[config.mk]
export PLATFORM = sky130hd
export DESIGN_NAME = mul_seq_shift_add_flat
export DESIGN_NICKNAME = d
export VERILOG_FILES = /design/src/rtl/mul_seq_shift_add_if.sv /design/src/rtl/mul_seq_shift_add.sv /design/src/flat_wrapper.sv
export SDC_FILE = /design/constraint.sdc
export NUM_CORES = 1
export LEC_CHECK = 0
export ABC_AREA = 1
export BUFFER_PORTS_ARGS = -buffer_cell sky130_fd_sc_hd__buf_2
export CORE_MARGIN = 5
export CORE_UTILIZATION = 50
export CTS_CLUSTER_DIAMETER = 60
export CTS_CLUSTER_SIZE = 14
export DETAILED_ROUTE_END_ITERATION = 6
export PLACE_DENSITY = 0.73
export SETUP_SLACK_MARGIN = 0.4
export SYNTH_ARGS = -nofsm -noshare
export SYNTH_HDL_FRONTEND = slang
export SYNTH_SLANG_ARGS = --single-unit
[constraint.sdc]
create_clock -name clk -period 2.7 [get_ports clk]
set_input_delay 0.135 -clock clk [delete_from_list [all_inputs] [get_ports clk]]
set_output_delay 0.135 -clock clk [all_outputs]
set_load 0.01 [all_outputs]
[src/rtl/mul_seq_shift_add_if.sv]
// rtl/mul_seq_shift_add_if.sv - operand/product handshake bundle for mul_seq_shift_add (SIGNED_MUL_EN adds sgn)
interface mul_seq_shift_add_if #(
   parameter int WIDTH = 8
);
   logic               in_valid;
   logic               in_ready;
   logic [WIDTH-1:0]   a;
   logic [WIDTH-1:0]   b;
`ifdef SIGNED_MUL_EN
   logic               sgn;
`endif
   logic               out_valid;
   logic               out_ready;
   logic [2*WIDTH-1:0] y;

   modport slave (
`ifdef SIGNED_MUL_EN
      input  sgn,
`endif
      input  in_valid, a, b, out_ready,
      output in_ready, out_valid, y
   );

   modport master (
`ifdef SIGNED_MUL_EN
      output sgn,
`endif
      output in_valid, a, b, out_ready,
      input  in_ready, out_valid, y
   );
endinterface

[src/rtl/mul_seq_shift_add.sv]
// rtl/mul_seq_shift_add.sv - iterative shift-and-add WIDTH x WIDTH multiplier; SIGNED_MUL_EN enables signed mode
module mul_seq_shift_add #(
   parameter int WIDTH = 8
) (
   input logic            clk,
   input logic            rst_n,
   mul_seq_shift_add_if.slave bus
);
   localparam int CW = $clog2(WIDTH + 1);

   typedef enum logic [1:0] {IDLE, BUSY, DONE} state_t;

   state_t               state;
   state_t               state_nxt;
   logic [2*WIDTH-1:0]   mcand;
   logic [2*WIDTH-1:0]   acc;
   logic [2*WIDTH-1:0]   acc_sum;
   logic [2*WIDTH-1:0]   prod_fix;
   logic [2*WIDTH-1:0]   y_q;
   logic [WIDTH-1:0]     mplier;
   logic [WIDTH-1:0]     a_mag;
   logic [WIDTH-1:0]     b_mag;
   logic [CW-1:0]        cnt;
   logic                 last;

`ifdef SIGNED_MUL_EN
   logic neg;
   logic neg_in;

   // Magnitudes are taken as unsigned WIDTH-bit values so the most negative operand still fits.
   always_comb begin
      a_mag  = (bus.sgn && bus.a[WIDTH-1]) ? (~bus.a + WIDTH'(1)) : bus.a;
      b_mag  = (bus.sgn && bus.b[WIDTH-1]) ? (~bus.b + WIDTH'(1)) : bus.b;
      neg_in = bus.sgn && (bus.a[WIDTH-1] ^ bus.b[WIDTH-1]);
   end
`else
   always_comb begin
      a_mag = bus.a;
      b_mag = bus.b;
   end
`endif

   always_comb begin
      acc_sum = acc + (mplier[0] ? mcand : '0);
      last    = (cnt == CW'(WIDTH - 1));
`ifdef SIGNED_MUL_EN
      prod_fix = neg ? (~acc_sum + (2*WIDTH)'(1)) : acc_sum;
`else
      prod_fix = acc_sum;
`endif
   end

   always_comb begin
      state_nxt = state;
      case (state)
         IDLE:    if (bus.in_valid) state_nxt = BUSY;
         BUSY:    if (last) state_nxt = DONE;
         DONE:    if (bus.out_ready) state_nxt = IDLE;
         default: state_nxt = IDLE;
      endcase
   end

   always_ff @(posedge clk or negedge rst_n) begin
      if (!rst_n) begin
         state  <= IDLE;
         mcand  <= '0;
         mplier <= '0;
         acc    <= '0;
         cnt    <= '0;
         y_q    <= '0;
`ifdef SIGNED_MUL_EN
         neg    <= 1'b0;
`endif
      end else begin
         state <= state_nxt;
         case (state)
            IDLE: begin
               if (bus.in_valid) begin
                  mcand  <= {{WIDTH{1'b0}}, a_mag};
                  mplier <= b_mag;
                  acc    <= '0;
                  cnt    <= '0;
`ifdef SIGNED_MUL_EN
                  neg    <= neg_in;
`endif
               end
            end
            BUSY: begin
               acc    <= acc_sum;
               mcand  <= mcand << 1;
               mplier <= mplier >> 1;
               cnt    <= cnt + CW'(1);
               // The last add lands in y directly, so no extra cycle is spent moving acc.
               if (last) y_q <= prod_fix;
            end
            default: ;
         endcase
      end
   end

   assign bus.in_ready  = (state == IDLE);
   assign bus.out_valid = (state == DONE);
   assign bus.y         = y_q;
endmodule

[src/flat_wrapper.sv]
// flat-port wrapper written by rule: the top's interface ports become plain ports
module mul_seq_shift_add_flat 
#(
   parameter int WIDTH = 8
)
  (clk, rst_n, bus_in_valid, bus_a, bus_b, bus_out_ready, bus_in_ready, bus_out_valid, bus_y);
  mul_seq_shift_add_if #(.WIDTH(WIDTH)) bus_i ();
  input logic clk;
  input logic rst_n;
  input wire logic [$bits(bus_i.in_valid)-1:0] bus_in_valid;
  input wire logic [$bits(bus_i.a)-1:0] bus_a;
  input wire logic [$bits(bus_i.b)-1:0] bus_b;
  input wire logic [$bits(bus_i.out_ready)-1:0] bus_out_ready;
  output wire logic [$bits(bus_i.in_ready)-1:0] bus_in_ready;
  output wire logic [$bits(bus_i.out_valid)-1:0] bus_out_valid;
  output wire logic [$bits(bus_i.y)-1:0] bus_y;
  assign bus_i.in_valid = bus_in_valid;
  assign bus_i.a = bus_a;
  assign bus_i.b = bus_b;
  assign bus_i.out_ready = bus_out_ready;
  assign bus_in_ready = bus_i.in_ready;
  assign bus_out_valid = bus_i.out_valid;
  assign bus_y = bus_i.y;
  mul_seq_shift_add #(.WIDTH(WIDTH)) u_core (.clk(clk), .rst_n(rst_n), .bus(bus_i));
endmodule
==> run summary, run 1 <==
status: completed
post-synthesis sequential area ratio: 0.446
Period minus WS final: 2.10 ns
total grt overflow: 0
ys async rst share: 1.00
Max Root-Sink Buffers: 2
FP Rows: 30
DRT antenna net count: 0
CTS tree: yes
CTS Sinks: 62
Post-Syn Area: 3480 sq um
Synth Register Bits: 62
crit path max fanout: 13
met3 usage: 0.0306
largest net degree at the start of global routing: 63
cell area power density: 940 nW/um^2
met2 usage: 0.323
Clk pin slew, worst setup/hold paths: 0.07 ns
Main synth FF type: dfrtp_1
Max Fclk: 475 MHz
Total GRT Usage: 0.205
antenna violations before repair: 0
DR pass1 iterations: 4
CP Data Required Time: 2.93 ns
DP Area: 3730 sq um
unrepaired setup endpoints after global routing: no
CORE AREA: 6790 sq um
worst slew pin tran: 0.785 ns
busiest grt layer: met2
syn_nets: 497
Die W: 93.5 um
final setup vio count: 0
maximum VDD drop: 600 uV
clk_skew: 0.00662 ns
first-pass GRT wire length: 14100 um
met1 Track Usage GR: 0.284
I/O Pins: 38
nets@finish: 546
static leakage: 2.35 nW
crit share post-route: 0.780
fin. max-slew vios: 0
Post-synth EDFFs: 0
1st-iter DRT viols: 176
CTS buffer count: 9
max cap viols: 0
DR vias/cell: 4.94
Synth cell types: 33
synth warn: 0
Post-Synthesis Cells: 460
DR DRC count: 0
critical path endpoint category: flip-flop
critical path type: reg -> reg
DIE AREA: 8730 sq um
Startpoint Class: flip-flop
HPWL after DPL: 5420 um
sum of negative setup slack: 0 ns
final wirelength: 7750 um
die height: 93.5 um
Worst Path Arrival: 2.33 ns
Final Hold Vio Count: 0
Vias: 3014
final hold slack: 0.0142 ns
Mean Syn Cell Area: 7.57 sq um
Final Cell Area: 4020 sq um
relative slew slack: 0.477
Starting Density: 0.513
share of layout cells above drive strength 1: 0.138
HP Class: in -> reg
P&R area growth vs syn: 15.4%
Inserted Diodes: 0
routed length per placed instance: 12.7 um
root buffer cell: clkbuf_8
worst skew pair latency: 0.34 ns
RD Place Congestion: 0.873
CTS H-tree lvls: 3
vias in the first global route: 2961
PortBufs: 37
==> worst paths after layout <==
kind,from,endpoint,slack (ns),cells past startpoint
max,u_core.mplier[0]$_DFFE_PN0P_,u_core.bus.y[6]$_DFFE_PN0P_,0.60,11
min,bus_b[6],u_core.mplier[6]$_DFFE_PN0P_,0.01,3
max reg2reg,u_core.mplier[0]$_DFFE_PN0P_,u_core.bus.y[6]$_DFFE_PN0P_,0.60,11
min reg2reg,u_core.bus.y[13]$_DFFE_PN0P_,u_core.bus.y[13]$_DFFE_PN0P_,0.47,2
max in group asynchronous,rst_n,u_core.mplier[0]$_DFFE_PN0P_,1.66,3
min in group asynchronous,rst_n,u_core.mplier[2]$_DFFE_PN0P_,0.48,3
==> cell type report <==
type	count	area, sq um
fillers	640	2780
inverters	71	267
flip-flops and latches	62	1550
well taps	96	120
multi-input cells	313	1590
clock buffers	9	124
repair buffers	52	318
clock inverters	7	50.0
==> sequential cells by signal, summed over array words and instances, names as in the netlist <==
name / cells
u_core.bus.y: 16
u_core.mplier: 8
u_core.state: 2
u_core.mcand: 16
u_core.acc: 16
u_core.cnt: 4
==> stage by stage <==
stage / power [W] / setup WS, ns / std cells / utilization
floorplan: 0.00262 / 0.730 / 460 / -
global placement: 0.00298 / 0.573 / 582 / 0.549
detailed placement: 0.00303 / 0.511 / 582 / 0.549
CTS: 0.00377 / 0.489 / 606 / 0.587
global route: 0.00414 / 0.436 / 610 / 0.591
finish: 0.00378 / 0.595 / 610 / 0.591
==> power by group <==
| part | internal [W] | switching (W) |
|---|---|---|
| clock network | 0.000333 | 0.000386 |
| logic | 0.000585 | 0.000954 |
| registers | 0.00128 | 0.000237 |
==> worst max-delay path, stage by stage, from the launching register on <==
cell      delay, ns
dfrtp_2        0.50
nand2_1        0.09
inv_1          0.04
ha_1           0.19
fa_1           0.40
nand2_1        0.08
nand2_1        0.06
nand3b_1       0.08
nand2_1        0.12
or2_2          0.31
nand3_1        0.07
nand2_1        0.06
==> metal layers <==
layer | wire [um] | vias up
li1 | - | 1544
met1 | 3700 | 1388
met2 | 3570 | 71
met3 | 384 | 11
met4 | 100 | 0
met5 | 0 | -
==> placed cells by master (no fill, tap or decap), types with 3 or more instances in the layout <==
cell type	count
dlygate4sd3_1	8
clkinvlp_4	3
ha_1	16
a22oi_1	5
or2_2	3
buf_2	37
dfrtp_1	61
o21ai_0	16
o211ai_1	6
nand2_1	182
o22ai_1	6
buf_4	7
nand3b_1	4
nor2_1	15
a21oi_1	8
nand3_1	28
nor3_1	3
inv_2	3
inv_1	68
clkbuf_8	9
xor2_1	4
==> timing repair <==
action	CTS	global route
hold buffers	8	0
gates resized for setup	0	1
endpoints found under the setup margin	0	12
hold endpoints to repair	69	0
setup buffers	0	4
==> synth_stat cells (2+ instances only) <==
library cell,number,area share
nand4_1,2,0.0036
buf_1,2,0.0022
o211ai_1,6,0.013
nand3_1,28,0.040
a21oi_1,8,0.011
a22oi_1,5,0.011
ha_1,16,0.057
or2_1,2,0.0036
inv_1,68,0.073
nand3b_1,4,0.0086
inv_2,3,0.0032
nor3_1,3,0.0043
nor2_1,15,0.016
dfrtp_1,62,0.45
o21ai_0,16,0.023
xor2_1,4,0.010
o22ai_1,6,0.011
clkbuf_1,2,0.0022
or2_2,3,0.0054
buf_2,8,0.011
nand2_1,182,0.20
buf_6,2,0.0065
nand2_4,2,0.0065
o221ai_1,2,0.0050
==> kinds of logic (layout without fill, tap and decap cells) <==
logic type                 Yosys count  in the layout  synth area share
DFF                                 62             62             0.446
AOI/OAI and AO/OA                   46             46            0.0816
xor gates and xnor gates             5              5            0.0126
and+or+nand+nor                    244            244             0.295
adders and majority gates           17             17            0.0632
buffers and inverters               85            139            0.0988
muxes                                1              1           0.00287
(Power assumes the default switching activity.)
==> run 2: changes to the inputs <==
--- a/config.mk
+++ b/config.mk
@@ -12,7 +12,7 @@
 export CTS_CLUSTER_DIAMETER = 60
 export CTS_CLUSTER_SIZE = 14
 export DETAILED_ROUTE_END_ITERATION = 6
-export PLACE_DENSITY = 0.73
+export PLACE_DENSITY = 0.75
 export SETUP_SLACK_MARGIN = 0.4
 export SYNTH_ARGS = -nofsm -noshare
 export SYNTH_HDL_FRONTEND = slang
==> constraint.sdc (replaced) <==
create_clock -name clk -period 1.85 [get_ports clk]
set_input_delay 0.0925 -clock clk [delete_from_list [all_inputs] [get_ports clk]]
set_output_delay 0.0925 -clock clk [all_outputs]
set_load 0.01 [all_outputs]
==> run 2 against run 1 <==
Net effect: the run now ends with setup timing left; first-iteration DRC count down 20%; cell count increased by 4.4%; power grew 75%; sequential share of layout area decreased by 5.7 points; global-route usage grew 1.4 points; critical path depth unchanged; routed wire length up 17%.
==> run summary, run 2 (synthesized netlist as in run 1, its figures left out) <==
worst skew pair latency: 0.34 ns (about the same)
FP Rows: 30 (unchanged)
DRT antenna net count: 0 (unchanged)
antenna violations before repair: 0 (unchanged)
max incr delay on CP: 0.46 ns (was 0.50 ns)
CTS Sinks: 62 (unchanged)
critical path type: reg -> reg (unchanged)
CORE AREA: 6790 sq um (unchanged)
root buffer cell: clkbuf_8 (unchanged)
Worst path top cell family by delay: simple AND/OR/NAND/NOR gates (unchanged)
CP endpoint: u_core.bus.y[6]$_DFFE_PN0P_ (unchanged)
DR DRC count: 0 (unchanged)
WP buf/inv: 1 (unchanged)
PortBufs: 37 (unchanged)
Startpoint Class: flip-flop (unchanged)
vias in the first global route: 3240 (was 2961)
commonest non-fill, non-tap cell in the layout: nand2_1 (unchanged)
P&R area growth vs syn: 35.4% (was 15.4%)
clk_skew: 0.0105 ns (was 0.00662 ns)
Setup WS pre-CTS: -0.154 ns (was 0.511 ns)
met3 usage: 0.0282 (was 0.0306)
largest net degree at the start of global routing: 25 (was 63)
Clk pin slew, worst setup/hold paths: 0.07 ns (about the same)
busiest grt layer: met2 (unchanged)
met2 usage: 0.357 (was 0.323)
Vias: 3272 (was 3014)
CTS buffer count: 9 (unchanged)
DIE AREA: 8730 sq um (unchanged)
sum of negative setup slack: -0.405 ns (was 0 ns)
crit-path cells: nand2_2 -> inv_2 -> ha_4 -> fa_2 -> nand2_1 -> nand2_1 -> nand3b_1 -> nand2_2 -> or2_4 -> nand3_2 -> nand2_1 (was nand2_1 -> inv_1 -> ha_1 -> fa_1 -> nand2_1 -> nand2_1 -> nand3b_1 -> nand2_1 -> or2_2 -> nand3_1 -> nand2_1)
worst slew pin tran: 0.533 ns (was 0.785 ns)
RD Place Congestion: 0.879 (was 0.873)
FF-to-FF path depth: 11 (unchanged)
Inserted Diodes: 0 (unchanged)
cell area power density: 1410 nW/um^2 (was 940 nW/um^2)
die height: 93.5 um (unchanged)
Die W: 93.5 um (unchanged)
nets@finish: 573 (was 546)
DR vias/cell: 5.14 (was 4.94)
worst setup margin: -0.0616 ns (was 0.595 ns)
total grt overflow: 0 (unchanged)
failing checks: setup timing
DR pass1 iterations: 4 (unchanged)
critical path endpoint category: flip-flop (unchanged)
Worst Path Arrival: 2.13 ns (was 2.33 ns)
CTS H-tree lvls: 3 (unchanged)
R2R Path End: u_core.bus.y[6]$_DFFE_PN0P_ (unchanged)
I/O Pins: 38 (unchanged)
final setup vio count: 11 (was 0)
static leakage: 2.55 nW (was 2.35 nW)
Slowest cell on crit path: dfrtp_2 (unchanged)
most frequent cells in the layout: nand2_1 (144), dfrtp_1 (60), inv_1 (53), buf_2 (37), nand2_2 (34) (was nand2_1 (182), inv_1 (68), dfrtp_1 (61), buf_2 (37), nand3_1 (28))
maximum VDD drop: 866 uV (was 600 uV)
Max Fclk: 523 MHz (was 475 MHz)
Critical Path Start: u_core.mplier[0]$_DFFE_PN0P_ (unchanged)
share of layout cells above drive strength 1: 0.323 (was 0.138)
R2R Setup Slk: -0.06 ns (was 0.60 ns)
routed length per placed instance: 14.2 um (was 12.7 um)
Max Root-Sink Buffers: 2 (unchanged)
Starting Density: 0.513 (unchanged)
crit share post-route: 1.03 (was 0.780)
relative slew slack: 0.645 (was 0.477)
max cap viols: 0 (unchanged)
Final Hold Vio Count: 0 (unchanged)
fin. max-slew vios: 0 (unchanged)
HPWL after DPL: 6240 um (was 5420 um)
unrepaired setup endpoints after global routing: yes (was no)
met1 Track Usage GR: 0.289 (was 0.284)
HP Class: in -> reg (unchanged)
crit path max fanout: 6 (was 13)
CP Depth: 11 (unchanged)
Total GRT Usage: 0.219 (was 0.205)
first-pass GRT wire length: 15100 um (was 14100 um)
CTS tree: yes (unchanged)
CP Data Required Time: 2.07 ns (was 2.93 ns)
final wirelength: 9080 um (was 7750 um)
Worst path most repeated cell: nand2_1 (unchanged)
r2r startpoint: u_core.mplier[0]$_DFFE_PN0P_ (unchanged)
final hold slack: 0.0152 ns (was 0.0142 ns)
Period minus WS final: 1.91 ns (was 2.10 ns)
1st-iter DRT viols: 141 (was 176)
status: finished with violations (was completed)
==> run 2: tightest hold or removal path, stage by stage <==
cell and delay, ns:
buf_2 0.07, nand2_1 0.04, o211ai_1 0.10
==> run 2: layout make-up <==
cell class / count / area (sq um)
fill: 529 / 2080
multi-input combinational: 313 / 1980
sequential: 62 / 1550
timing repair buffer: 79 / 576
inverter: 71 / 272
clock buffer: 10 / 128
tap: 96 / 120
clock inverter: 6 / 86.3
==> run 2: how the worst min path moves through the flow <==
stage          slack (ns)  startpoint  depth (start not counted)                           end
5_1_grt              0.02    bus_b[4]                          3  u_core.mplier[4]$_DFFE_PN0P_
3_3_place_gp         0.07       rst_n                          1  u_core.mplier[5]$_DFFE_PN0P_
4_1_cts             0.003    bus_b[4]                          3  u_core.mplier[4]$_DFFE_PN0P_
6_report             0.02    bus_b[4]                          3  u_core.mplier[4]$_DFFE_PN0P_
2_1_floorplan       -0.20       rst_n                          0     u_core.acc[0]$_DFFE_PN0P_
3_5_place_dp         0.06       rst_n                          1  u_core.mplier[2]$_DFFE_PN0P_
==> run 2: where the power goes <==
part / switching (W) / total (W) / leakage, nW / internal [W]
Clock: 0.000546 / 0.00130 / 0.106 / 0.000756
Sequential: 0.000400 / 0.00227 / 0.814 / 0.00187
Combinational: 0.00172 / 0.00305 / 1.63 / 0.00134
==> run 2: per-layer routing <==
layer | vias up | routed length [um]
met5 | - | 0
met4 | 0 | 201
li1 | 1596 | -
met2 | 106 | 4520
met1 | 1548 | 3980
met3 | 22 | 368
==> run 2: through the flow <==
stage / total power (W) / utilization / std cells / cell area (sq um)
global placement: 0.00479 / 0.594 / 599 / 4040
detailed placement: 0.00490 / 0.594 / 599 / 4040
global route: 0.00708 / 0.694 / 637 / 4720
floorplan: 0.00403 / - / 460 / 3650
finish: 0.00663 / 0.694 / 637 / 4720
CTS: 0.00641 / 0.670 / 635 / 4550
==> run 2: repair_timing <==
action                                  CTS  global route
resized for setup                        39            44
buffers inserted                          3             2
endpoints found under the setup margin   30            42
hold endpoints to repair                 35             0
pin swaps                                 8            12
hold buffers                             17             0
